`src/rtl/npc_ctrl_pkg.sv`:
```
// npc_ctrl_pkg: shared types and constants for the NPC control sequencer.
//   state_e   : 3-bit FSM state encoding (also exported on the debug port)
//   opclass_e : opcode class produced by npc_opclass_dec
//   OPC_*     : RV32I major opcodes recognised by the core
//   EBREAK_INST : the only legal SYSTEM instruction
package npc_ctrl_pkg;

    typedef enum logic [2:0] {
        S_IDLE   = 3'd0,
        S_FETCH  = 3'd1,
        S_DECODE = 3'd2,
        S_EXEC   = 3'd3,
        S_MEM    = 3'd4,
        S_WB     = 3'd5,
        S_HALT   = 3'd6,
        S_ERR    = 3'd7
    } state_e;

    localparam logic [6:0] OPC_OP_IMM = 7'b0010011;
    localparam logic [6:0] OPC_OP     = 7'b0110011;
    localparam logic [6:0] OPC_LOAD   = 7'b0000011;
    localparam logic [6:0] OPC_STORE  = 7'b0100011;
    localparam logic [6:0] OPC_LUI    = 7'b0110111;
    localparam logic [6:0] OPC_AUIPC  = 7'b0010111;
    localparam logic [6:0] OPC_JAL    = 7'b1101111;
    localparam logic [6:0] OPC_JALR   = 7'b1100111;
    localparam logic [6:0] OPC_BRANCH = 7'b1100011;
    localparam logic [6:0] OPC_SYSTEM = 7'b1110011;

    typedef enum logic [3:0] {
        CLS_OP_IMM,
        CLS_OP,
        CLS_LOAD,
        CLS_STORE,
        CLS_LUI,
        CLS_AUIPC,
        CLS_JAL,
        CLS_JALR,
        CLS_BRANCH,
        CLS_SYSTEM,
        CLS_ILLEGAL
    } opclass_e;

    localparam logic [31:0] EBREAK_INST = 32'h00100073;

endpackage

```
`src/rtl/npc_opclass_dec.sv`:
```
// npc_opclass_dec: combinational opcode classifier for the instruction register.
//   ir      in  32 : instruction register
//   cls     out    : opcode class (CLS_ILLEGAL for unknown opcodes)
//   illegal out 1  : unknown opcode, or a SYSTEM encoding other than ebreak
//   ebreak  out 1  : ir is exactly the ebreak instruction
module npc_opclass_dec
    import npc_ctrl_pkg::*;
(
    input  logic [31:0] ir,
    output opclass_e    cls,
    output logic        illegal,
    output logic        ebreak
);

    logic [6:0] op;

    assign op = ir[6:0];

    always_comb begin
        cls = op == OPC_OP_IMM ? CLS_OP_IMM :
              op == OPC_OP     ? CLS_OP     :
              op == OPC_LOAD   ? CLS_LOAD   :
              op == OPC_STORE  ? CLS_STORE  :
              op == OPC_LUI    ? CLS_LUI    :
              op == OPC_AUIPC  ? CLS_AUIPC  :
              op == OPC_JAL    ? CLS_JAL    :
              op == OPC_JALR   ? CLS_JALR   :
              op == OPC_BRANCH ? CLS_BRANCH :
              op == OPC_SYSTEM ? CLS_SYSTEM : CLS_ILLEGAL;
    end

    assign ebreak  = ir == EBREAK_INST;
    assign illegal = cls == CLS_ILLEGAL || (cls == CLS_SYSTEM && !ebreak);

endmodule

```
`src/rtl/npc_ctrl_fsm.sv`:
```
// npc_ctrl_fsm: multi-cycle fetch/decode/exec/mem/writeback sequencer of the NPC core.
//   clk, rst (sync, active high), start        : control
//   ifu_req / ifu_rvalid / ifu_inst             : instruction fetch handshake
//   ir                                          : instruction register to the datapath
//   lsu_req / lsu_wen / lsu_ready / lsu_rvalid  : data access handshake
//   rf_wen, pc_wen                              : one-cycle write enables
//   halt, err                                   : sticky stop flags
//   state                                       : debug view of the FSM state
// Optional build macro NPC_CTRL_TIMEOUT_EN adds an 8-bit IFU/LSU watchdog that
// moves to ERR after TIMEOUT_CYCLES wait cycles without the awaited handshake.
module npc_ctrl_fsm
    import npc_ctrl_pkg::*;
#(
    parameter int unsigned TIMEOUT_CYCLES = 255
) (
    input  logic        clk,
    input  logic        rst,
    input  logic        start,
    output logic        ifu_req,
    input  logic        ifu_rvalid,
    input  logic [31:0] ifu_inst,
    output logic [31:0] ir,
    output logic        lsu_req,
    output logic        lsu_wen,
    input  logic        lsu_ready,
    input  logic        lsu_rvalid,
    output logic        rf_wen,
    output logic        pc_wen,
    output logic        halt,
    output logic        err,
    output logic [2:0]  state
);

    if (TIMEOUT_CYCLES < 1 || TIMEOUT_CYCLES > 255) begin : g_bad_timeout
        $error("TIMEOUT_CYCLES must be in 1..255");
    end

    state_e   st;
    opclass_e cls;
    logic     illegal;
    logic     ebreak;
    logic     is_mem;
    logic     is_store;
    logic     mem_done;
    logic     wd_hit;

    npc_opclass_dec u_dec (
        .ir      (ir),
        .cls     (cls),
        .illegal (illegal),
        .ebreak  (ebreak)
    );

    assign is_store = cls == CLS_STORE;
    assign is_mem   = cls == CLS_LOAD || is_store;
    // Before lsu_ready the request is still open, so rvalid only counts together
    // with ready; afterwards rvalid alone completes the access.
    assign mem_done = lsu_req ? lsu_ready && lsu_rvalid : lsu_rvalid;
    assign state    = st;

`ifdef NPC_CTRL_TIMEOUT_EN
    logic [7:0] wd;

    // Every entry into FETCH/MEM comes from a non-wait state, so clearing outside
    // those states is the same as clearing on entry. Saturates to avoid wrap.
    always_ff @(posedge clk) begin
        if (rst || !(st == S_FETCH || st == S_MEM))
            wd <= '0;
        else if (wd != 8'hFF)
            wd <= wd + 8'd1;
    end

    assign wd_hit = wd >= 8'(TIMEOUT_CYCLES - 1);
`else
    assign wd_hit = 1'b0;
`endif

    always_ff @(posedge clk) begin
        if (rst) begin
            st      <= S_IDLE;
            ir      <= '0;
            ifu_req <= 1'b0;
            lsu_req <= 1'b0;
            lsu_wen <= 1'b0;
            rf_wen  <= 1'b0;
            pc_wen  <= 1'b0;
            halt    <= 1'b0;
            err     <= 1'b0;
        end else begin
            rf_wen <= 1'b0;
            pc_wen <= 1'b0;
            case (st)
                S_IDLE: begin
                    if (start) begin
                        st      <= S_FETCH;
                        ifu_req <= 1'b1;
                    end
                end
                S_FETCH: begin
                    if (ifu_rvalid) begin
                        ir      <= ifu_inst;
                        ifu_req <= 1'b0;
                        st      <= S_DECODE;
                    end else if (wd_hit) begin
                        ifu_req <= 1'b0;
                        err     <= 1'b1;
                        st      <= S_ERR;
                    end
                end
                S_DECODE: begin
                    if (illegal) begin
                        err <= 1'b1;
                        st  <= S_ERR;
                    end else if (ebreak) begin
                        halt   <= 1'b1;
                        pc_wen <= 1'b1;
                        st     <= S_HALT;
                    end else begin
                        st <= S_EXEC;
                    end
                end
                S_EXEC: begin
                    if (is_mem) begin
                        lsu_req <= 1'b1;
                        lsu_wen <= is_store;
                        st      <= S_MEM;
                    end else begin
                        pc_wen <= 1'b1;
                        rf_wen <= cls != CLS_BRANCH;
                        st     <= S_WB;
                    end
                end
                S_MEM: begin
                    if (mem_done) begin
                        lsu_req <= 1'b0;
                        lsu_wen <= 1'b0;
                        pc_wen  <= 1'b1;
                        rf_wen  <= !is_store;
                        st      <= S_WB;
                    end else if (lsu_req && lsu_ready) begin
                        lsu_req <= 1'b0;
                        lsu_wen <= 1'b0;
                    end else if (wd_hit) begin
                        lsu_req <= 1'b0;
                        lsu_wen <= 1'b0;
                        err     <= 1'b1;
                        st      <= S_ERR;
                    end
                end
                S_WB: begin
                    ifu_req <= 1'b1;
                    st      <= S_FETCH;
                end
                default: ;
            endcase
        end
    end

endmodule

```
`config.mk`:
```
export PLATFORM = sky130hd
export DESIGN_NAME = npc_ctrl_fsm
export DESIGN_NICKNAME = d
export VERILOG_FILES = /design/src/rtl/npc_ctrl_pkg.sv /design/src/rtl/npc_opclass_dec.sv /design/src/rtl/npc_ctrl_fsm.sv
export SDC_FILE = /design/constraint.sdc
export NUM_CORES = 1
export LEC_CHECK = 0
export CAP_MARGIN = 25
export CORE_MARGIN = 3
export CORE_UTILIZATION = 46
export CTS_BUF_LIST = sky130_fd_sc_hd__clkbuf_4
export CTS_CLUSTER_SIZE = 40
export DETAILED_ROUTE_END_ITERATION = 7
export PLACE_DENSITY = 0.87
export SYNTH_ARGS = -nofsm -noshare
export SYNTH_HDL_FRONTEND = slang
export SYNTH_SLANG_ARGS = --single-unit
```
`constraint.sdc`:
```
create_clock -name clk -period 2.95 [get_ports clk]
set_input_delay 0.59 -clock clk [delete_from_list [all_inputs] [get_ports clk]]
set_output_delay 0.59 -clock clk [all_outputs]
set_load 0.02 [all_outputs]
```
==> results of run 1 <==
[cell usage after synthesis, drive strengths merged (2+ instances only)]
cell	number	area (µm²)
nor3b	2	15.0
a21oi	37	185
nor4	5	31.3
a31oi	2	12.5
buf	6	38.8
clkbuf	9	33.8
nand3b	2	15.0
o31ai	2	15.0
a211oi	3	27.5
nor2	7	26.3
nand2	69	259
nor4b	2	17.5
nand2b	2	20.0
dfxtp	42	841
nor3	4	31.3
nand3	3	15.0
inv	4	15.0
o21ai	4	20.0
[layer usage]
| metal | share of wire, % | vias up | global-route usage (%) |
|---|---|---|---|
| li1 | - | 907 | - |
| met4 | 1.3 | 0 | 6.95 |
| met3 | 4.0 | 4 | 3.94 |
| met2 | 52 | 49 | 36.0 |
| met1 | 43 | 842 | 28.0 |
| met5 | 0 | - | 0 |
[power groups by stage]
stage	Clock (mW)	Combinational (mW)	Sequential, mW
2_1_floorplan	0	0.108	0.672
3_3_place_gp	0	0.268	0.646
3_5_place_dp	0	0.271	0.646
4_1_cts	0.286	0.273	0.634
5_1_grt	0.307	0.295	0.640
6_report	0.279	0.271	0.634
[area by class of cell]
class                           instances  share of cell area [%]
Clock buffer                            7                    1.99
Inverter                                4                   0.567
Multi-Input combinational cell        161                    32.0
Sequential cell                        42                    31.8
Tap cell                               46                    2.17
Timing Repair Buffer                   83                    31.5
[flip-flops by register name, summed over array words and instances, names as in the netlist]
name / flops
lsu_req: 1
ir: 32
rf_wen: 1
err: 1
pc_wen: 1
ifu_req: 1
halt: 1
lsu_wen: 1
state: 3
[metrics by stage]
step | power, mW | cells | setup WS (ns) | utilization [%]
floorplan | 0.780 | 222 | 1.40 | -
global placement | 0.914 | 336 | 0.936 | 73.7
detailed placement | 0.918 | 336 | 0.910 | 73.7
CTS | 1.19 | 343 | 0.740 | 75.2
global route | 1.24 | 343 | 0.655 | 75.2
finish | 1.18 | 343 | 0.755 | 75.2
[final timing paths]
| check | to | cells past startpoint | slack (ns) |
|---|---|---|---|
| setup reg to reg | state[0] | 5 | 1.23 |
| hold reg to reg | ir[10] | 2 | 0.48 |
| hold / removal | ir[10] | 2 | 0.48 |
| setup / recovery | state[1] | 1 | 0.76 |
[worst register-to-register path, delay by kind of cell, from the launching register on]
family	cells	cell delay, ns
simple gates	3	0.72
buf+inv	1	0.18
compound gates	1	0.19
flops	1	0.58
[cell families after synthesis]
| group | after synthesis |
|---|---|
| multiplexers | 1 |
| AO/OA/AOI/OAI | 53 |
| buffers and inverters | 19 |
| AND/OR/NAND/NOR | 107 |
| flip-flops | 42 |
==> results.md, run 1 <==
- Switch Pwr: 338 µW
- Synth Area in XOR/XNOR: 0%
- WHS: 0.478 ns
- Mux contribution to synthesized area: 0.564%
- Sequential Power Share: 53.5%
- Combinational family with the most area after synthesis: simple AND/OR/NAND/NOR gates
- DR pass1 iterations: 4
- Die Ht: 68.1 µm
- Worst Path Buf+Inv: 1
- Fin area: 0.00265 mm²
- Synth async-reset ratio: 0%
- Net Sw Frac: 28.6%
- Mapped Area: 0.00178 mm²
- Core area: 0.00352 mm²
- First-pass GRT wire length: 7550 µm
- Min-delay src: ir[10]
- Drt wl/cell: 13.6 µm
- Primary FF master, synth: dfxtp_1
- PostCTS Resize Cnt: 0
- Hold WC Path Type: reg -> reg
- Sink Count: 42
- Max VDD drop: 0.431 mV
- Critical R2R Launch: state[1]
- Most common cell after layout, fill and taps aside: clkdlybuf4s50_1
- Ant. Diodes: 0
- Layout area overhead: 49.0%
- Total GRT Usage: 21.6%
- Crit path arrival time: 1.60 ns
- Req. time, crit path: 2.36 ns
- Setup Buffers After CTS: 0
- Launch point of the worst path: state[1]
- Final hold vios: 0
- Avg Cell Area, Syn: 8.00 µm²
- Simple-Gate Fraction of Synth Area: 30.1%
- Buffers added on ports: 79
- Vias per cell: 5.25
- Grt ovf: 0
- Unrepaired setup endpoints after global routing: no
- Post-Route Skew: 0.0115 ns
- Clk slew on worst S/H paths: 0.11 ns
- Initial antenna violation count: 0
- Slowest cell on crit path: clkdlybuf4s50_1
- Worst-margin pin slew: 0.604 ns
- Die area: 0.00464 mm²
- Max stage delay on crit path: 0.68 ns
- PwrDens: 447 mW/mm²
- Maximum Capacitance Violations: 0
- Residual DRC count: 0
- Final number of setup-violating endpoints: 0
- Area of the multi-input gates: 847 µm²
- P_int: 846 µW
- Ys Warns: 0
- Leakage: 0.916 nW
- CTS H-tree lvls: 2
- I/O Pins: 80
- Yosys reg bits: 42
- Die X: 68.1 µm
- TritonCTS clock tree: yes
- Layout cells sized above 1: 5.72%
- Final ANT Viol Nets: 0
- Period utilisation layout: 74.4%
- Layout fillers: 270
- Sequential area share after synthesis: 47.4%
- Crit-path max FO: 12
- Number of hold buffers added after cts: 0
- Combinational power share: 22.9%
- Cell variety after synth: 40
- Worst rel slew slack: 59.3%
- Status: complete, no violations
- Nets: 335
- CTS buffer count: 5
- Most frequent cells in the layout: clkdlybuf4s50_1 (79), nand2_1 (69), dfxtp_1 (42)
- Max frequency: 456 MHz
- Clock power frac: 23.6%
- Clock latency on the worst-skew pair: 0.35 ns
- Setup CP Type: reg -> out
- Row count: 21
- Vias in the first global route: 1636
- Min Tclk post-route: 2.19 ns
- Syn Nets: 260
- Final Wtd Congestion: 0.871
- Setup TNS: 0 ns
- Number of synthesized flops with an enable pin: 0
- Via count: 1802
- Crit-path cells: clkdlybuf4s50_1
- Adder-Cell Fraction of Synth Area: 0%
- Placed cell areas: 0.00259 mm²
- DPL Wire Length: 3470 µm
- Final wirelength: 4680 µm
- Initial core utilization: 50.4%
- DRT iter0 DRCs: 145
- Synth Instances: 222
- Max clock buf depth: 2
- Worst setup SP type: flop
- Critical Path End Type: primary output
- Max Slew Vio Count: 0
- Largest net degree at the start of global routing: 34
- Critical path's top delay family: buffers and inverters
- Synth Area in Compound Gates: 17.1%
- Root Buffer: clkbuf_4
- FF+latch area: 841 µm²
Note: power is estimated with default switching activity, not from simulation.
==> run 2, diff against run 1 <==
- CORE_UTILIZATION: 46 -> 39
- PLACE_DENSITY: 0.87 -> 0.79
- clock period: 2.95 -> 1.9 ns (I/O delays scaled with it)
==> results.md, run 2 (same netlist as run 1, synthesis figures left out) <==
- Initial antenna violation count: 0
- Drt wl/cell: 14.0 µm
- Period utilisation layout: 96.0%
- Die X: 73.5 µm
- FF+latch area: 848 µm²
- Slowest cell on crit path: clkdlybuf4s50_1
- Max frequency: 548 MHz
- Critical R2R Launch: ir[3]
- Layout cells sized above 1: 7.69%
- Req. time, crit path: 1.52 ns
- Crit-path cells: clkdlybuf4s50_1
- Final Wtd Congestion: 0.761
- Largest net degree at the start of global routing: 34
- P_int: 1.42 mW
- PwrDens: 729 mW/mm²
- Core area: 0.00420 mm²
- Buffers added on ports: 79
- R2R Path End: pc_wen
- Net Sw Frac: 27.6%
- Combinational power share: 21.4%
- Ant. Diodes: 0
- PostCTS Resize Cnt: 5
- Setup CP Type: reg -> out
- Worst rel slew slack: 62.2%
- Sink Count: 42
- Max Slew Vio Count: 0
- Layout area overhead: 51.1%
- First-pass GRT wire length: 7980 µm
- Crit-path max FO: 4
- Min-delay src: ir[25]
- Max VDD drop: 0.521 mV
- Max reg flops: 32
- Initial core utilization: 42.3%
- DPL Wire Length: 3570 µm
- Die area: 0.00540 mm²
- Crit path arrival time: 1.44 ns
- Vias per cell: 5.11
- Final hold vios: 0
- Worst Hold Path EP: ir[25]
- Critical path's top delay family: buffers and inverters
- TritonCTS clock tree: yes
- Row count: 23
- Setup Buffers After CTS: 0
- Layout fillers: 376
- Final wirelength: 4890 µm
- Switch Pwr: 541 µW
- Worst setup SP type: flop
- Min Tclk post-route: 1.82 ns
- Die Ht: 73.5 µm
- Largest Register: ir
- Number of hold buffers added after cts: 0
- Most frequent cells in the layout: clkdlybuf4s50_1 (76), nand2_1 (69), dfxtp_1 (38)
- Critical Path End Type: primary output
- Setup TNS: 0 ns
- Final number of setup-violating endpoints: 0
- Vias in the first global route: 1695
- Area of the multi-input gates: 847 µm²
- Max clock buf depth: 2
- DR pass1 iterations: 4
- DRT iter0 DRCs: 116
- Clock latency on the worst-skew pair: 0.35 ns
- Clock power frac: 28.2%
- R2r worst-path depth: 4
- Final ANT Viol Nets: 0
- Post-Layout Cell Count: 349
- Dpl cells: 341
- Grt ovf: 0
- Max stage delay on crit path: 0.65 ns
- I/O Pins: 80
- Hold Crit Depth: 2
- Worst-margin pin slew: 0.562 ns
- Sequential Power Share: 50.4%
- Unrepaired setup endpoints after global routing: no
- Maximum Capacitance Violations: 0
- Worst Path Buf+Inv: 1
- Total GRT Usage: 19.0%
- Most common cell after layout, fill and taps aside: clkdlybuf4s50_1
- Residual DRC count: 0
- Pwr Total: 1.96 mW
- Post-Route Skew: 0.0179 ns
- Hold WC Path Type: reg -> reg
- R2R setup slack: 0.39 ns
- Root Buffer: clkbuf_4
- Status: complete, no violations
- Via count: 1782
- CTS H-tree lvls: 2
- Nets: 336
- Clk slew on worst S/H paths: 0.11 ns
- CTS buffer count: 5
- Leakage: 0.966 nW
==> run 2: changes by cell type in the layout (fill, tap and decap cells not counted), sizes merged <==
cell	previous run	this run
buf	4	5
bufinv	0	1
clkbuf	7	5
clkdlybuf4s50	79	76
clkinv	0	2
dlygate4sd2	0	1
dlymetal6s2s	0	2
==> run 2: stage by stage <==
step / hold slack (ns) / worst slack [ns] / utilization [%] / cell area (µm²)
3_3_place_gp: 0.459 / 0.268 / 61.7 / 2590
4_1_cts: 0.480 / 0.0204 / 63.7 / 2680
5_1_grt: 0.504 / 0.00169 / 63.8 / 2680
2_1_floorplan: 0.516 / 0.349 / - / 1780
3_5_place_dp: 0.464 / 0.237 / 61.7 / 2590
6_report: 0.478 / 0.0757 / 63.8 / 2680
==> run 2: cell type report <==
type | count | share of cell area [%]
clock buffer | 5 | 1.40
clock inverter | 3 | 1.49
inverter | 4 | 0.560
multi-input combinational | 161 | 31.6
sequential | 42 | 31.6
tap | 50 | 2.33
timing repair buffer | 84 | 31.0
==> run 2: per-layer routing <==
metal / global-route usage [%] / share of wire (%) / wire length, µm / vias to the layer above
met1: 24.2 / 44 / 2150 / 828
met3: 4.79 / 4.1 / 198 / 2
met5: 0 / 0 / 0 / -
met2: 31.4 / 51 / 2500 / 39
met4: 6.04 / 0.61 / 30 / 0
li1: - / - / - / 913
==> run 2: how the worst max path moves through the flow <==
stage	endpoint	from	depth (start not counted)	slack, ns
CTS	state[1]	state[1]	1	0.02
global route	ir[0]	ir[0]	1	0.002
detailed placement	state[0]	ifu_rvalid	4	0.24
floorplan	state[0]	state[2]	6	0.35
global placement	state[0]	ifu_rvalid	4	0.27
finish	ir[0]	ir[0]	1	0.08
==> run 2: power groups by stage <==
stage	clock [mW]	sequential (mW)	combinational, mW
6_report	0.552	0.987	0.418
5_1_grt	0.604	0.997	0.453
4_1_cts	0.565	0.987	0.422
3_5_place_dp	0	1.01	0.421
3_3_place_gp	0	1.00	0.415
2_1_floorplan	0	1.04	0.168
==> run 3, diff against run 2 <==
- CELL_PAD_IN_SITES_DETAIL_PLACEMENT: unset -> 1
- CELL_PAD_IN_SITES_GLOBAL_PLACEMENT: unset -> 1
- CORE_UTILIZATION: 39 -> 27
- PLACE_DENSITY: 0.79 -> unset
- PLACE_DENSITY_LB_ADDON: unset -> 0.1
==> results.md, run 3 (same netlist as run 1, synthesis figures left out) <==
- Core area: 0.00613 mm²
- Req. time, crit path: 1.52 ns
- Layout fillers: 734
- Row count: 28
- Largest Register: ir
- Status: complete, no violations
- Post-Route Skew: 0.00794 ns
- Period utilisation layout: 95.9%
- Pwr Total: 2.01 mW
- Layout cells sized above 1: 7.69%
- TritonCTS clock tree: yes
- DPL Wire Length: 4190 µm
- Max stage delay on crit path: 0.64 ns
- I/O Pins: 80
- Setup CP Type: reg -> out
- Via count: 1787
- Residual DRC count: 0
- Max frequency: 549 MHz
- Nets: 336
- Slowest cell on crit path: clkdlybuf4s50_1
- Initial antenna violation count: 0
- Most common cell after layout, fill and taps aside: clkdlybuf4s50_1
- Worst rel slew slack: 65.9%
- Final number of setup-violating endpoints: 0
- Critical Path End Type: primary output
- Crit-path max FO: 5
- Root Buffer: clkbuf_4
- Min Tclk post-route: 1.82 ns
- Clock latency on the worst-skew pair: 0.36 ns
- Layout area overhead: 53.8%
- Vias per cell: 4.78
- Final Wtd Congestion: 0.745
- Final wirelength: 5520 µm
- Final hold vios: 0
- Initial core utilization: 29.0%
- Max reg flops: 32
- Setup TNS: 0 ns
- Die X: 87.1 µm
- Die area: 0.00758 mm²
- Final ANT Viol Nets: 0
- CTS buffer count: 5
- Number of hold buffers added after cts: 0
- Vias in the first global route: 1822
- PwrDens: 737 mW/mm²
- Maximum Capacitance Violations: 0
- Max clock buf depth: 2
- CTS H-tree lvls: 2
- First-pass GRT wire length: 9000 µm
- Largest net degree at the start of global routing: 31
- DRT iter0 DRCs: 89
- Worst Path Buf+Inv: 1
- Ant. Diodes: 0
- Drt wl/cell: 14.8 µm
- Crit path arrival time: 1.44 ns
- Worst-margin pin slew: 0.507 ns
- Sink Count: 42
- Critical path's top delay family: buffers and inverters
- Hold WC Path Type: reg -> reg
- Die Ht: 87.1 µm
- Most frequent cells in the layout: clkdlybuf4s50_1 (72), nand2_1 (69), dfxtp_1 (38)
- Clk slew on worst S/H paths: 0.12 ns
- Unrepaired setup endpoints after global routing: no
- Worst setup SP type: flop
- Grt ovf: 0
- DR pass1 iterations: 4
- Total GRT Usage: 15.2%
- Max Slew Vio Count: 0
- Leakage: 1.02 nW
- Max VDD drop: 0.305 mV
- Crit-path cells: clkdlybuf4s50_1
- Buffers added on ports: 79
[run 3: changes by cell type in the layout (fill, tap and decap cells not counted)]
cell and delta:
buf_12 +1, buf_4 -1, clkbuf_4 +2, clkdlybuf4s50_1 -4, clkinv_2 -2, dfxtp_2 +1
dfxtp_4 -1, dlygate4sd2_1 +2, dlymetal6s2s_1 +2
[run 3: repair_timing]
item	4_1_cts	5_1_grt
setup endpoints to repair	6	4
resized for setup	7	4
setup buffers	0	0
[run 3: area by class of cell]
cell class / instances / area (µm²) / share of cell area (%)
multi-input combinational: 161 / 847 / 31.0
timing repair buffer: 84 / 847 / 31.0
sequential: 42 / 846 / 31.0
tap: 75 / 93.8 / 3.44
clock buffer: 7 / 52.6 / 1.92
clock inverter: 1 / 30.0 / 1.10
inverter: 4 / 15.0 / 0.550
[run 3: power by group]
group          total [mW]  switching (mW)  internal [mW]
registers           0.990          0.0593          0.931
logic               0.422           0.207          0.215
clock network       0.602           0.294          0.308
[run 3: through the flow]
step	setup slack, ns	hold slack [ns]	instance area (µm²)	cells	utilization (%)
6_report	0.0770	0.485	2730	374	44.6
5_1_grt	0.000356	0.505	2730	374	44.6
4_1_cts	0.0291	0.486	2720	374	44.4
3_5_place_dp	0.166	0.465	2640	366	43.0
3_3_place_gp	0.193	0.461	2640	366	43.0
2_1_floorplan	0.349	0.516	1780	222	-
[run 3: layer usage]
metal / wire length, µm / up-vias / track usage [%]
li1: - / 908 / -
met4: 82 / 0 / 5.02
met1: 2450 / 831 / 19.7
met3: 262 / 7 / 3.22
met5: 0 / - / 0
met2: 2720 / 41 / 25.1
[run 3: worst paths after layout]
path              cells past startpoint  slack [ns]   start     end
hold / removal                        2        0.48  ir[24]  ir[24]
setup / recovery                      1        0.08   ir[2]   ir[2]
setup reg to reg                      4        0.37   ir[3]    halt
hold reg to reg                       2        0.48  ir[24]  ir[24]
[run 3: worst register-to-register path, delay by kind of cell, from the launching register on]
kind / cells / cell delay [ns]
simple gates: 3 / 0.98
flops: 1 / 0.37
compound gates: 1 / 0.14
